File: src/rtl/regfile_wb_arbiter_if.sv
// Writeback bus between the writeback sources and the register-file write port.
// The sources drive the request side, and the arbiter drives the grants and the write-port outputs.
interface regfile_wb_arbiter_if #(
  parameter int DATAWIDTH = 32,
  parameter int NUM_REQ   = 3
);
  logic [NUM_REQ-1:0]           req_valid;
  logic [NUM_REQ-1:0]           req_ready;
  logic [5*NUM_REQ-1:0]         req_addr;
  logic [DATAWIDTH*NUM_REQ-1:0] req_data;
  logic [4:0]                   writeReg;
  logic [DATAWIDTH-1:0]         writeData;
  logic                         write;

  modport master (
    output req_valid, req_addr, req_data,
    input  req_ready, writeReg, writeData, write
  );

  modport slave (
    input  req_valid, req_addr, req_data,
    output req_ready, writeReg, writeData, write
  );
endinterface

File: src/rtl/regfile_wb_arbiter.sv
// Round-robin arbiter for the register-file write port, with a pending-write scoreboard.
// The issue stage uses the scoreboard to detect RAW hazards.
module regfile_wb_arbiter #(
  parameter int DATAWIDTH = 32,
  parameter int NUM_REQ   = 3
) (
  input  logic                 clk,
  input  logic                 rst_n,
  regfile_wb_arbiter_if.slave  bus,
  input  logic                 sb_set,
  input  logic [4:0]           sb_set_addr,
  input  logic [4:0]           rs1,
  input  logic [4:0]           rs2,
  output logic                 hazard1,
  output logic                 hazard2,
  output logic [31:0]          busy
);

  localparam int              PTR_W = $clog2(NUM_REQ);
  localparam logic [PTR_W-1:0] LAST = PTR_W'(NUM_REQ - 1);
  localparam logic [PTR_W:0]   NREQ = (PTR_W + 1)'(NUM_REQ);

  logic [PTR_W-1:0]     r_rr_ptr;
  logic                 r_write;
  logic [4:0]           r_wreg;
  logic [DATAWIDTH-1:0] r_wdata;
  logic [31:0]          r_busy;

  logic [PTR_W-1:0]     w_winner;
  logic                 w_found;
  logic [PTR_W:0]       w_idx;
  logic [NUM_REQ-1:0]   w_ready;
  logic [4:0]           w_addr_arr [NUM_REQ];
  logic [DATAWIDTH-1:0] w_data_arr [NUM_REQ];
  logic [4:0]           w_win_addr;
  logic [DATAWIDTH-1:0] w_win_data;
  logic                 w_wr;
  logic [31:0]          w_busy_nxt;

  genvar g;
  generate
    for (g = 0; g < NUM_REQ; g++) begin : g_unpack
      assign w_addr_arr[g] = bus.req_addr[5*g +: 5];
      assign w_data_arr[g] = bus.req_data[DATAWIDTH*g +: DATAWIDTH];
    end
  endgenerate

  // Scan from rr_ptr with modulo wrap; the first valid source wins.
  always_comb begin
    w_found  = 1'b0;
    w_winner = '0;
    w_idx    = '0;
    for (int i = 0; i < NUM_REQ; i++) begin
      w_idx = {1'b0, r_rr_ptr} + (PTR_W + 1)'(i);
      if (w_idx >= NREQ) w_idx = w_idx - NREQ;
      if (!w_found && bus.req_valid[w_idx[PTR_W-1:0]]) begin
        w_found  = 1'b1;
        w_winner = w_idx[PTR_W-1:0];
      end
    end
  end

  always_comb begin
    w_ready = '0;
    if (w_found) w_ready[w_winner] = 1'b1;
  end

  assign w_win_addr = w_addr_arr[w_winner];
  assign w_win_data = w_data_arr[w_winner];
  // Writes to x0 are still handshaken, but they never reach the register file or the scoreboard.
  assign w_wr       = w_found && (w_win_addr != 5'd0);

  // On a same-address collision, the set wins because a newer producer has already been issued.
  always_comb begin
    w_busy_nxt = r_busy;
    if (w_wr) w_busy_nxt[w_win_addr] = 1'b0;
    if (sb_set && (sb_set_addr != 5'd0)) w_busy_nxt[sb_set_addr] = 1'b1;
    w_busy_nxt[0] = 1'b0;
  end

  always_ff @(posedge clk or negedge rst_n) begin
    if (!rst_n) begin
      r_rr_ptr <= '0;
      r_write  <= 1'b0;
      r_wreg   <= 5'd0;
      r_wdata  <= '0;
      r_busy   <= 32'd0;
    end else begin
      if (w_found) r_rr_ptr <= (w_winner == LAST) ? '0 : w_winner + PTR_W'(1);
      r_write <= w_wr;
      if (w_wr) begin
        r_wreg  <= w_win_addr;
        r_wdata <= w_win_data;
      end
      r_busy <= w_busy_nxt;
    end
  end

  assign bus.req_ready = w_ready;
  assign bus.write     = r_write;
  assign bus.writeReg  = r_wreg;
  assign bus.writeData = r_wdata;
  assign busy          = r_busy;
  assign hazard1       = r_busy[rs1];
  assign hazard2       = r_busy[rs2];

endmodule

File: src/flat_wrapper.sv
// flat-port wrapper written by rule: the top's interface ports become plain ports
module regfile_wb_arbiter_flat 
#(
  parameter int DATAWIDTH = 32,
  parameter int NUM_REQ   = 3
)
  (clk, rst_n, sb_set, sb_set_addr, rs1, rs2, hazard1, hazard2, busy, bus_req_valid, bus_req_addr, bus_req_data, bus_req_ready, bus_writeReg, bus_writeData, bus_write);
  regfile_wb_arbiter_if #(.DATAWIDTH(DATAWIDTH), .NUM_REQ(NUM_REQ)) bus_i ();
  input  logic clk;
  input  logic rst_n;
  input  logic sb_set;
  input  logic [4:0] sb_set_addr;
  input  logic [4:0] rs1;
  input  logic [4:0] rs2;
  output logic hazard1;
  output logic hazard2;
  output logic [31:0] busy;
  input wire logic [$bits(bus_i.req_valid)-1:0] bus_req_valid;
  input wire logic [$bits(bus_i.req_addr)-1:0] bus_req_addr;
  input wire logic [$bits(bus_i.req_data)-1:0] bus_req_data;
  output wire logic [$bits(bus_i.req_ready)-1:0] bus_req_ready;
  output wire logic [$bits(bus_i.writeReg)-1:0] bus_writeReg;
  output wire logic [$bits(bus_i.writeData)-1:0] bus_writeData;
  output wire logic [$bits(bus_i.write)-1:0] bus_write;
  assign bus_i.req_valid = bus_req_valid;
  assign bus_i.req_addr = bus_req_addr;
  assign bus_i.req_data = bus_req_data;
  assign bus_req_ready = bus_i.req_ready;
  assign bus_writeReg = bus_i.writeReg;
  assign bus_writeData = bus_i.writeData;
  assign bus_write = bus_i.write;
  regfile_wb_arbiter #(.DATAWIDTH(DATAWIDTH), .NUM_REQ(NUM_REQ)) u_core (.clk(clk), .rst_n(rst_n), .bus(bus_i), .sb_set(sb_set), .sb_set_addr(sb_set_addr), .rs1(rs1), .rs2(rs2), .hazard1(hazard1), .hazard2(hazard2), .busy(busy));
endmodule
File: config.mk
export PLATFORM = sky130hd
export DESIGN_NAME = regfile_wb_arbiter_flat
export DESIGN_NICKNAME = d
export VERILOG_FILES = /design/src/rtl/regfile_wb_arbiter_if.sv /design/src/rtl/regfile_wb_arbiter.sv /design/src/flat_wrapper.sv
export SDC_FILE = /design/constraint.sdc
export NUM_CORES = 1
export LEC_CHECK = 0
export BUFFER_PORTS_ARGS = -buffer_cell sky130_fd_sc_hd__buf_2
export CAP_MARGIN = 40
export CORE_MARGIN = 5
export CORE_UTILIZATION = 35
export CTS_BUF_LIST = sky130_fd_sc_hd__clkbuf_2 sky130_fd_sc_hd__clkbuf_4 sky130_fd_sc_hd__clkbuf_8
export CTS_CLUSTER_DIAMETER = 80
export CTS_CLUSTER_SIZE = 20
export DETAILED_ROUTE_END_ITERATION = 10
export GPL_ROUTABILITY_DRIVEN = 0
export PLACE_DENSITY = 0.67
export SLEW_MARGIN = 20
export SYNTH_ARGS = -nofsm -noshare
export SYNTH_HDL_FRONTEND = slang
export SYNTH_SLANG_ARGS = --single-unit
export TNS_END_PERCENT = 5
File: constraint.sdc
create_clock -name clk -period 3 [get_ports clk]
set_clock_uncertainty 0.1 [all_clocks]
set_input_delay 0.15 -clock clk [delete_from_list [all_inputs] [get_ports clk]]
set_output_delay 0.15 -clock clk [all_outputs]
set_load 0.01 [all_outputs]
[After elaboration in Yosys (flattened, before gate mapping)]
Index checks and enable logic that the tools add are counted.
Storage, ports and cells
  bits in registers: 71
  latch bits: 0
  RAM bits: 0
  memory bits (read-only): 0
  input bits: 132
  output and inout bits: 75
  logic and storage cells: 77
  memories kept: 0
Cells by class
  add/sub/neg operators: 6
  $mul: 0
  div/mod/pow operators: 0
  $lt $le $gt $ge: 15
  eq/ne operators: 1
  shift operators: 0
  mux-type cells: 35
  bitwise operators: 4
  reductions and logical operators: 11
Operators by type and width (count)
  32-bit 2-to-1 mux: 4
  32-bit binary-select mux with 2-bit select: 1
  32-bit AND: 1
  32-bit NOT: 1
  32-bit bitwise OR: 1
  5-bit by 6-bit < comparator with 1-bit output (second input constant): 4
  2-bit 2-to-1 mux: 7
  2-bit by 3-bit < comparator with 1-bit output (second input constant): 4
  1-bit 2-to-1 mux: 11
  1-bit binary-select mux with 5-bit select: 2
  5-bit binary-select mux with 2-bit select: 1
  1-bit demux with 5-bit select: 2
  5-bit by 1-bit greater-or-equal comparator with 1-bit output (second input constant): 2
  5-bit 2-to-1 mux: 2
  5-bit nonzero test: 2
  1-bit logical AND: 7
  1-bit binary-select mux with 2-bit select: 3
  3-bit by 2-bit greater-or-equal comparator with 1-bit output (second input constant): 2
  2-bit subtractor (second input constant): 3
  2-bit by 1-bit adder with 3-bit output (second input constant): 1
  2-bit by 2-bit adder with 3-bit output (second input constant): 1
  3-bit greater-or-equal comparator (second input constant): 1
  3-bit 2-to-1 mux: 1
  2-bit NOT with 3-bit output: 1
  other kinds (6): 7

[Longest topological paths before layout]
Gate-level depths: netlist (run 1).
  word-level depth: 24
  depth in mapped cells: 15
  depth with buffers taken out: 10

[Worst setup path after synthesis (run 1)]
OpenSTA, ideal clock, no wires.
  path kind: register to register
  start point: register u_core.r_rr_ptr[0]
  end point: register u_core.r_wdata[10], in the netlist u_core.bus.writeData[10]
  setup time: 0.127 ns
  data arrival time: 3.069 ns
  data required time: 2.773 ns
  slack: -0.296 ns
  cell stages (with the launch flop): 16
  buffers on the path: 5
  clock period less this slack: 3.296 ns
  cell sequence: dfrtp_1 -> inv_1 -> ha_1 -> buf_2 -> nor3b_1 -> o21ai_0 -> a311o_1 -> nand2_2 -> buf_6 -> a21oi_2 -> or2_1 -> buf_6 -> o31ai_4 -> buf_6 -> buf_6 -> mux2_1
Between the ends
  word-level cells in the longest chain between the ends: 17
  elaborated cells on any way between the ends: 36
  those cells by class: 5 x add/sub; 3 x order compare; 21 x mux; 1 x bitwise; 6 x reduce/logical
Ends and longest elaborated chain
  start, declared: RTL line regfile_wb_arbiter.sv:23  | logic [PTR_W-1:0] r_rr_ptr;
  start signal, assigned: RTL line regfile_wb_arbiter.sv:89  | if (w_found) r_rr_ptr <= (w_winner == LAST) ? '0 : w_winner + PTR_W'(1);
  branches (longest 17 deep; another with 2-bit by 1-bit adder with 3-bit output)
  end signal, assigned: RTL line regfile_wb_arbiter.sv:93  | r_wdata <= w_win_data;
  end, declared: RTL line regfile_wb_arbiter.sv:26  | logic [DATAWIDTH-1:0] r_wdata;
Several ways; the timed one is not identified. The select of a mux whose other input is x is not followed.
A chain may end at the register's enable or synchronous reset.

[Final worst setup path (run 1)]
  start point: register u_core.r_rr_ptr[0]
  end point: register u_core.r_wdata[15], in the netlist u_core.bus.writeData[15]
The elaborated chain is that of the path after synthesis.

==> run metrics, run 1 <==
kind of capture point of the worst setup path=flip-flop; number of diodes added for antenna fixing=0; setup repair after global routing missed its margin=true; P per Cell Area=1470 nW/um^2; hold violation count in the final report=0; maximum frequency from static timing analysis=298 MHz; Peak supply drop=0.699 mV; number of antenna violations at the first check in global routing=0; worst slew slack as a fraction of its limit=58.6%; Worst-Margin Slew=0.619 ns; violated checks=negative setup slack; Setup CP Type=reg2reg; antenna viol nets, final=0; required time of the worst setup path=3.11 ns; number of enable flip-flop cells after synthesis=0; final setup vio count=59; core area=13100 sq um; portion of the post-synthesis area used by sequential elements=38.0%; Mapped Cells=497; TritonCTS clock tree=yes; clock transition at the registers of the reported paths=0.07 ns; starting density of the core=35.5%; Final min period=3.35 ns; routed wire length per instance=18.5 microns; maximum level of the CTS H-tree=3; final std cells w/o fill=928; first-pass GRT wire length=25700 microns; post-synth design cell area=4670 sq um; total die area=15800 sq um; fraction of the cycle the final worst path needs=112%; via total after detailed routing=5067; y dimension of the die=126 microns; grt ovf=0; remaining routing DRC violations=0; maximum number of pins on one net before global-route repair=55; wirelength, routed=17200 microns; Yosys cell types=56; outcome=finished with violations; Overall Power=10.4 mW; Port Buffer Count=205; Final Max Slew Viols=0; arrival time at the worst endpoint=3.47 ns; post-placement setup slack=-0.257 ns; total instance count after detailed placement=889; vias in the first global route=5137; worst path setup slack after routing=-0.351 ns; number of warnings printed during yosys synthesis=0; area overhead of the layout relative to synthesis=52.2%; net count reported at finish=883; hold crit path type=in2reg; smallest hold slack=0.125 ns; row count=42; DRC violation total after the first TritonRoute iteration=365; reported leakage power=3.30 nW; number of sinks driven by the clock tree=71; HPWL after DPL=12600 microns; register bit count reported by yosys=71; CTS buffer count=9; drt pass-1 iters=5; Root Driver=clkbuf_8; most common flop cell mapped by yosys=dfrtp_1; latest clock arrival within the worst-skew pair=0.33 ns; # IOs=207; overall die width=126 microns; CTS Buffer Depth=2; Post-Syn Area per Cell=9.40 sq um; element type at the critical path start=flip-flop; number of max-cap violations=0; ratio of cells with drive above 1 in the final layout=53.9%; fraction of registers with async set/reset=100%; detail-routed via count per cell=5.46; GRT Total Usage=19.9%; largest fanout on the critical path=5; net count after synthesis=633
==> cells by family (layout without fill, tap and decap cells) <==
group / Yosys count / in the layout / share of synthesized area [%]
AND/OR/NAND/NOR: 164 / 164 / 15.4
AO/OA/AOI/OAI: 151 / 151 / 22.0
flip-flops: 71 / 71 / 38.0
multiplexers: 58 / 58 / 18.2
buffers and inverters: 48 / 303 / 5.09
adder cells (fa/ha/maj): 4 / 4 / 1.07
other: 1 / 1 / 0.0803
==> area by class of cell <==
cell class,instances,area [sq um]
multi-input combinational,378,3140
clock buffer,12,153
sequential,71,1780
timing repair buffer,270,1710
fill,1179,6030
tap,176,220
inverter,17,63.8
clock inverter,4,45.0
==> per-stage QoR <==
stage          area [sq um]  util, %  setup TNS, ns
2_1_floorplan          4750        -          -4.54
3_5_place_dp           6180     47.1          -9.23
5_1_grt                7110     54.1         -17.96
3_3_place_gp           6160     46.9          -4.00
4_1_cts                6620     50.4          -4.72
6_report               7110     54.1         -12.52
==> worst max-delay path, stage by stage (launching register included) <==
cell and delay (ns):
dfrtp_1 0.43, buf_6 0.14, ha_4 0.18, mux2i_2 0.29, o22a_1 0.19, a311o_1 0.31, nand2_2 0.16, o31ai_4 0.31
o311ai_4 0.17, o31ai_4 0.30, buf_6 0.18, clkbuf_16 0.15, mux2_1 0.32
==> path summary, 6_finish.rpt <==
check | startpoint | endpoint | slack [ns] | depth (start not counted)
worst max-delay path | u_core.r_rr_ptr[0] | u_core.bus.writeData[15] | -0.35 | 12
worst min-delay path | bus_req_data[79] | u_core.bus.writeData[15] | 0.13 | 4
worst max register to register | u_core.r_rr_ptr[0] | u_core.bus.writeData[15] | -0.35 | 12
worst min register to register | u_core.bus.writeData[20] | u_core.bus.writeData[20] | 0.40 | 1
max in group asynchronous | rst_n | u_core.r_rr_ptr[1] | 2.04 | 3
min in group asynchronous | rst_n | u_core.busy[13] | 0.19 | 2
==> repair_timing <==
action | 4_1_cts | 5_1_grt
hold buffers | 1 | 0
hold endpoints to repair | 30 | 0
setup endpoints to repair | 68 | 71
resized for setup | 25 | 97
pin swaps | 8 | 15
cloned | 2 | 2
setup buffers | 11 | 7
==> routing by layer <==
metal | global-route usage (%) | part of all wire (%)
met2 | 35.3 | 51
met3 | 4.90 | 7.7
met4 | 5.99 | 2.5
met1 | 23.8 | 39
met5 | 0 | 0
==> flip-flops by register name, indices dropped and copies added, names as in the netlist <==
register	count
u_core.bus.writeReg	5
u_core.bus.writeData	32
u_core.bus.write	1
u_core.busy	31
u_core.r_rr_ptr	2
==> power breakdown <==
group	switching (mW)	leakage, nW	internal, mW
Combinational	3.80	2.39	3.99
Clock	0.337	0.107	0.422
Sequential	0.419	0.805	1.47
Total	4.56	3.30	5.88
==> cells in the mapped netlist, drive strengths merged (2+ instances only) <==
master   number  area [sq um]
o41ai         3          26.3
dfrtp        71          1780
o21ai        48           240
o22a          3          26.3
mux2         37           417
nand3        10          50.1
a31o          2          17.5
a21oi        12          63.8
and3          3          18.8
a21o          5          37.5
o2bb2ai       4          35.0
mux2i         3          30.0
o211ai        5          37.5
buf          16           118
clkbuf       15          56.3
a31oi        36           238
o31ai         8          87.6
o311ai        3          33.8
mux4         18           405
o221ai       10          87.6
ha            4          50.1
nor2         42           158
or3b          2          17.5
o21a          2          15.0
nand2b        5          31.3
nand2        84           318
inv          17          63.8
nor3          3          15.0
nand3b        8          63.8
or3           2          12.5
o22ai         3          18.8
==> cells in the final DEF (no fill, tap or decap), types with 4 or more instances in the layout <==
cell | netlist | final
buf_2 | 4 | 204
nand2_1 | 83 | 81
dfrtp_1 | 71 | 70
buf_4 | 3 | 43
nor2_1 | 42 | 41
a31oi_1 | 34 | 32
o21ai_0 | 46 | 29
mux2_4 | 0 | 29
mux4_2 | 18 | 18
inv_1 | 17 | 14
o21ai_1 | 2 | 12
buf_6 | 4 | 11
clkbuf_8 | 0 | 10
nand3_1 | 10 | 9
nand3b_1 | 7 | 7
o221ai_2 | 0 | 7
o21ai_2 | 0 | 6
a21oi_2 | 1 | 6
a21oi_1 | 11 | 5
o211ai_1 | 5 | 5
mux2_2 | 20 | 5
buf_12 | 0 | 5
nand2b_1 | 5 | 4
a21o_1 | 5 | 4
No activity file was read; power rests on OpenSTA's default activity.
==> inputs of run 2 (changes only) <==
--- a/config.mk
+++ b/config.mk
@@ -7,14 +7,16 @@
 export LEC_CHECK = 0
 export BUFFER_PORTS_ARGS = -buffer_cell sky130_fd_sc_hd__buf_2
 export CAP_MARGIN = 40
+export CELL_PAD_IN_SITES_DETAIL_PLACEMENT = 0
+export CELL_PAD_IN_SITES_GLOBAL_PLACEMENT = 1
 export CORE_MARGIN = 5
-export CORE_UTILIZATION = 35
+export CORE_UTILIZATION = 32
 export CTS_BUF_LIST = sky130_fd_sc_hd__clkbuf_2 sky130_fd_sc_hd__clkbuf_4 sky130_fd_sc_hd__clkbuf_8
 export CTS_CLUSTER_DIAMETER = 80
 export CTS_CLUSTER_SIZE = 20
 export DETAILED_ROUTE_END_ITERATION = 10
 export GPL_ROUTABILITY_DRIVEN = 0
-export PLACE_DENSITY = 0.67
+export PLACE_DENSITY = 0.8
 export SLEW_MARGIN = 20
 export SYNTH_ARGS = -nofsm -noshare
 export SYNTH_HDL_FRONTEND = slang
==> run 2 against run 1 <==
Against the previous run: the run still ends with negative setup slack left; design area decreased by 4.4%; sequential share of layout area increased by 1.1 points; clock power increased by 18%; global-route usage decreased by 0.85 points; die area increased by 8.6%; largest cell class unchanged.
==> run metrics, run 2 (synthesis results as in run 1) <==
maximum level of the CTS H-tree=3 (unchanged); CTS buffer count=9 (unchanged); first-pass GRT wire length=25500 microns (-0.91%); Routed met3 length=1560 microns (+19%); setup_tns=-8.08 ns (+4.44 ns); clock transition at the registers of the reported paths=0.08 ns (about the same); flip-flop count of the largest register, all copies and words added=32 (unchanged); arrival time at the worst endpoint=3.36 ns (-0.11 ns); Setup crit start=u_core.r_rr_ptr[0]; element type at the critical path start=flip-flop; wirelength, routed=16900 microns (-1.5%); number of sinks driven by the clock tree=71 (unchanged); antenna viol nets, final=0 (unchanged); starting density of the core=32.4% (-3.2 points); hold violation count in the final report=0 (unchanged); maximum number of pins on one net before global-route repair=53 (-3.6%); P per Cell Area=1430 nW/um^2 (-2.5%); y dimension of the die=131 microns (+4.2%); net count reported at finish=872 (-1.2%); overall die width=131 microns (+4.2%); largest fanout on the critical path=9 (+4); grt ovf=0 (unchanged); worst slew slack as a fraction of its limit=63.6% (+5.0 points); number of max-cap violations=0 (unchanged); latest clock arrival within the worst-skew pair=0.36 ns (+0.03 ns); final design instance area without fill=6800 sq um (-4.4%); hold crit path type=in2reg; GRT Total Usage=19.1% (-0.85 points); area overhead of the layout relative to synthesis=45.6%; Setup CP Type=reg2reg; total die area=17100 sq um (+8.6%); highest-count cells in the layout ignoring fill and taps=buf_2 (204), nand2_1 (81), dfrtp_1 (70); vias in the first global route=5186 (+0.95%); routed wire length per instance=18.3 microns (-1.2%); fraction of the cycle the final worst path needs=107% (-4.2 points); # IOs=207 (unchanged); CTS Buffer Depth=2 (unchanged); violated checks=negative setup slack; Worst-Margin Slew=0.540 ns (-0.0789 ns); Final min period=3.22 ns (-0.127 ns); detail-routed via count per cell=5.45 (-0.15%); Final Max Slew Viols=0 (unchanged); R2R Path Start=u_core.r_rr_ptr[0]; TritonCTS clock tree=yes; routed metal-1 wire length=6600 microns (-0.98%); reported leakage power=3.20 nW (-3.1%); row count=44 (+4.8%); top layer reached by signal wires=met4; setup repair after global routing missed its margin=true; final setup vio count=57 (-3.4%); via total after detailed routing=5043 (-0.47%); maximum frequency from static timing analysis=310 MHz (+3.9%); required time of the worst setup path=3.14 ns (+0.03 ns); Peak supply drop=0.624 mV (-11%); smallest hold slack=0.0674 ns (-0.0580 ns); Root Driver=clkbuf_8; ratio of cells with drive above 1 in the final layout=49.0% (-4.9 points); core area=14400 sq um (+9.8%); kind of capture point of the worst setup path=flip-flop; Met2 Wirelength=8410 microns (-3.9%); outcome=finished with violations; placed standard-cell area=6170 sq um (-0.20%); remaining routing DRC violations=0 (unchanged); drt pass-1 iters=4 (-1); Hold Path Origin=bus_req_data[75]; HPWL after DPL=12600 microns (+0.18%); number of diodes added for antenna fixing=0 (unchanged); number of antenna violations at the first check in global routing=0 (unchanged); worst path setup slack after routing=-0.225 ns (+0.127 ns); leading cell type in the layout, fill and taps excluded=buf_2; DRC violation total after the first TritonRoute iteration=332 (-9.0%); Port Buffer Count=205 (unchanged)
run 2: cell count changes in the layout (fill, tap and decap cells not counted), moves of 3 or more:
cell / delta
o21ai_2: -4
o31ai_1: +3
o41ai_2: +3
o41ai_1: -3
o221ai_2: -7
buf_6: -8
o221ai_1: +7
inv_6: +3
o31ai_2: -3
clkinv_2: -3
mux2_1: +3
o21ai_1: -6
o21ai_0: +11
run 2: timing repair:
item / CTS / global route
setup endpoints to repair: 58 / 70
cloned: 1 / 1
hold buffers: 1 / 0
resized for setup: 33 / 28
hold endpoints to repair: 71 / 0
buffers inserted: 10 / 3
pin swaps: 7 / 8
run 2: metal layers:
metal,vias up,global-route usage (%)
met5,-,0
met4,0,6.41
met3,32,5.53
met2,253,33.0
met1,2437,22.7
li1,2321,-
run 2: path summary, 6_finish.rpt:
check	end	slack [ns]	cells past startpoint
setup / recovery	u_core.bus.writeData[16]	-0.22	13
hold / removal	u_core.bus.writeData[11]	0.07	4
setup reg to reg	u_core.bus.writeData[16]	-0.22	13
hold reg to reg	u_core.bus.writeData[11]	0.40	1
max in group asynchronous	u_core.bus.writeData[22]	2.08	3
min in group asynchronous	u_core.bus.writeReg[1]	0.17	2
run 2: cell type report:
class,count,area (sq um)
timing repair buffer,259,1580
clock buffer,9,124
inverter,17,63.8
sequential,71,1780
tap,184,230
multi-input combinational,378,2920
fill,1365,7630
clock inverter,7,103
run 2: worst max-delay path, stage by stage (launching register included):
cell	delay [ns]
dfrtp_1	0.40
inv_2	0.08
ha_4	0.34
nand2_2	0.07
buf_4	0.15
a21oi_1	0.15
a311o_1	0.24
nand2_2	0.15
o31ai_4	0.33
o311ai_4	0.17
o31ai_4	0.28
buf_12	0.17
clkbuf_16	0.15
mux2_1	0.32
run 2: report_power, final:
group	total (mW)	internal (mW)	switching [mW]
logic	6.98	3.52	3.46
clock network	0.893	0.478	0.415
registers	1.86	1.47	0.393
total	9.74	5.47	4.27
run 2: per-stage QoR:
| stage | total power [mW] | instances | setup slack (ns) | utilization (%) |
|---|---|---|---|---|
| global route | 10.4 | 925 | -0.296 | 47.1 |
| CTS | 9.32 | 921 | -0.198 | 46.0 |
| finish | 9.74 | 925 | -0.225 | 47.1 |
| global placement | 7.48 | 892 | -0.136 | 42.6 |
| floorplan | 5.64 | 497 | -0.183 | - |
| detailed placement | 7.69 | 893 | -0.235 | 42.8 |
==> inputs of run 3 (changes only) <==
--- a/config.mk
+++ b/config.mk
@@ -16,6 +16,7 @@
 export CTS_CLUSTER_SIZE = 20
 export DETAILED_ROUTE_END_ITERATION = 10
 export GPL_ROUTABILITY_DRIVEN = 0
+export GPL_TIMING_DRIVEN = 0
 export PLACE_DENSITY = 0.8
 export SLEW_MARGIN = 20
 export SYNTH_ARGS = -nofsm -noshare
==> run 3 against run 2 <==
Against the previous run: the flow still finishes with violations (negative setup slack); die area unchanged; power down 2.2%; via count is 0.42% lower; worst setup slack worse by 0.16 ns; sequential power is essentially flat; non-clock buffer count decreased by 9.
==> run metrics, run 3 (synthesis results as in run 1) <==
outcome=finished with violations; violated checks=negative setup slack; maximum level of the CTS H-tree=3 (unchanged); fraction of the cycle the final worst path needs=113% (+5.3 points); Worst-Margin Slew=0.760 ns (+0.220 ns); arrival time at the worst endpoint=3.52 ns (+0.16 ns); starting density of the core=32.4% (unchanged); routed wire length per instance=19.1 microns (+4.4%); antenna viol nets, final=0 (unchanged); fraction of power spent switching nets=45.9% (+2.0 points); latest clock arrival within the worst-skew pair=0.35 ns (about the same); sequential power share=19.6% (+0.5 points); Final min period=3.38 ns (+0.158 ns); hold crit path type=in2reg; part of the total power dissipated in combinational logic=70.9% (-0.8 points); ratio of cells with drive above 1 in the final layout=47.4% (-1.6 points); TritonCTS clock tree=yes; power spent charging and discharging nets=4.37 mW (+2.3%); worst slew slack as a fraction of its limit=49.1% (-15 points); hold violation count in the final report=0 (unchanged); first-pass GRT wire length=27000 microns (+6.2%); internal power contribution=5.15 mW (-5.7%); Root Driver=clkbuf_8; reported leakage power=3.08 nW (-3.7%); drt pass-1 iters=5 (+1); remaining routing DRC violations=0 (unchanged); Final Max Slew Viols=0 (unchanged); maximum number of pins on one net before global-route repair=60 (+13%); Fill cells=1398 (+2.4%); final design instance area without fill=6700 sq um (-1.4%); setup repair after global routing missed its margin=true; final std cells w/o fill=916 (-0.97%); Peak supply drop=0.531 mV (-15%); GRT Total Usage=20.2% (+1.2 points); detail-routed via count per cell=5.48 (+0.56%); number of antenna violations at the first check in global routing=0 (unchanged); highest-count cells in the layout ignoring fill and taps=buf_2 (201), nand2_1 (81), dfrtp_1 (70); CTS buffer count=9 (unchanged); clock transition at the registers of the reported paths=0.08 ns (about the same); wirelength, routed=17500 microns (+3.4%); via total after detailed routing=5022 (-0.42%); total die area=17100 sq um (unchanged); y dimension of the die=131 microns (unchanged); Port Buffer Count=201 (-2.0%); element type at the critical path start=flip-flop; number of diodes added for antenna fixing=0 (unchanged); P per Cell Area=1420 nW/um^2 (-0.78%); required time of the worst setup path=3.14 ns (about the same); net count reported at finish=863 (-1.0%); leading cell type in the layout, fill and taps excluded=buf_2; worst path setup slack after routing=-0.383 ns (-0.158 ns); kind of capture point of the worst setup path=flip-flop; number of max-cap violations=0 (unchanged); # IOs=207 (unchanged); core area=14400 sq um (unchanged); placed standard-cell area=6020 sq um (-2.5%); CTS Buffer Depth=2 (unchanged); overall die width=131 microns (unchanged); final setup vio count=70 (+23%); row count=44 (unchanged); Setup CP Type=reg2reg; Clk network pwr share=9.5% (+0.3 points); vias in the first global route=5303 (+2.3%); HPWL after DPL=13300 microns (+5.7%); largest fanout on the critical path=6 (-3); number of sinks driven by the clock tree=71 (unchanged); maximum frequency from static timing analysis=296 MHz (-4.7%); DRC violation total after the first TritonRoute iteration=298 (-10%); grt ovf=0 (unchanged); area overhead of the layout relative to synthesis=43.5%; total instance count after detailed placement=883 (-1.1%); flip-flop count of the largest register, all copies and words added=32 (unchanged)
[run 3: cell count changes in the layout (fill, tap and decap cells not counted), sizes merged]
| cell | delta |
|---|---|
| inv | -3 |
| clkinv | +1 |
| clkbuf | +17 |
| buf | -23 |
| clkinvlp | -1 |
[run 3: metal layers]
metal / wire, microns / part of all wire [%] / global-route usage [%] / vias to the layer above
met5: 0 / 0 / 0 / -
li1: - / - / - / 2303
met2: 8770 / 50 / 35.1 / 230
met4: 358 / 2.0 / 6.47 / 0
met1: 6920 / 40 / 24.9 / 2463
met3: 1440 / 8.2 / 4.67 / 26
[run 3: final timing paths]
path	startpoint	endpoint	slack, ns	cells past startpoint
hold reg to reg	u_core.bus.writeData[14]	u_core.bus.writeData[14]	0.41	1
max in group asynchronous	rst_n	u_core.r_rr_ptr[1]	2.15	3
hold / removal	bus_req_data[78]	u_core.bus.writeData[14]	0.07	4
setup reg to reg	u_core.r_rr_ptr[0]	u_core.bus.writeData[23]	-0.38	14
min in group asynchronous	rst_n	u_core.busy[5]	0.08	2
setup / recovery	u_core.r_rr_ptr[0]	u_core.bus.writeData[23]	-0.38	14
[run 3: critical path, cell delays in order, from the launching register on]
cell	delay [ns]
dfrtp_1	0.41
buf_6	0.13
ha_4	0.17
buf_8	0.12
mux2i_4	0.18
o22a_1	0.22
a311o_2	0.46
buf_6	0.15
a21o_1	0.17
o31ai_4	0.09
o311ai_4	0.17
o31ai_4	0.24
buf_6	0.19
buf_4	0.15
mux2_2	0.33
[run 3: final cells by class]
type                            count  area (sq um)  area share [%]
Multi-Input combinational cell    378          2980            44.5
Tap cell                          184           230            3.44
Clock inverter                      4          77.6            1.16
Inverter                           17          63.8           0.952
Clock buffer                       12           159            2.37
Sequential cell                    71          1780            26.5
Buffer                             30           201            3.01
Timing Repair Buffer              220          1210            18.1
[run 3: timing repair]
item,4_1_cts,5_1_grt
hold endpoints to repair,71,0
pin swaps,10,17
gates cloned,0,1
hold buffers,1,0
setup endpoints to repair,73,72
resized for setup,43,38
buffers inserted,12,4
[run 3: through the flow]
stage / utilization (%) / setup slack [ns] / total power, mW / setup TNS, ns / hold WS, ns
2_1_floorplan: - / -0.183 / 5.64 / -4.54 / -0.246
3_3_place_gp: 41.5 / -0.783 / 7.29 / -36.28 / 0.369
3_5_place_dp: 41.7 / -0.823 / 7.50 / -40.09 / -0.0843
4_1_cts: 45.3 / -0.352 / 9.09 / -15.39 / 0.0633
5_1_grt: 46.5 / -0.499 / 10.2 / -25.94 / 0.100
6_report: 46.5 / -0.383 / 9.52 / -17.31 / 0.0748
[run 3: power by group through the flow]
stage,Sequential (mW),Combinational (mW),Clock [mW]
5_1_grt,1.92,7.36,0.965
6_report,1.86,6.75,0.907
2_1_floorplan,1.97,3.66,0
4_1_cts,1.86,6.31,0.932
3_5_place_dp,1.86,5.64,0
3_3_place_gp,1.82,5.47,0
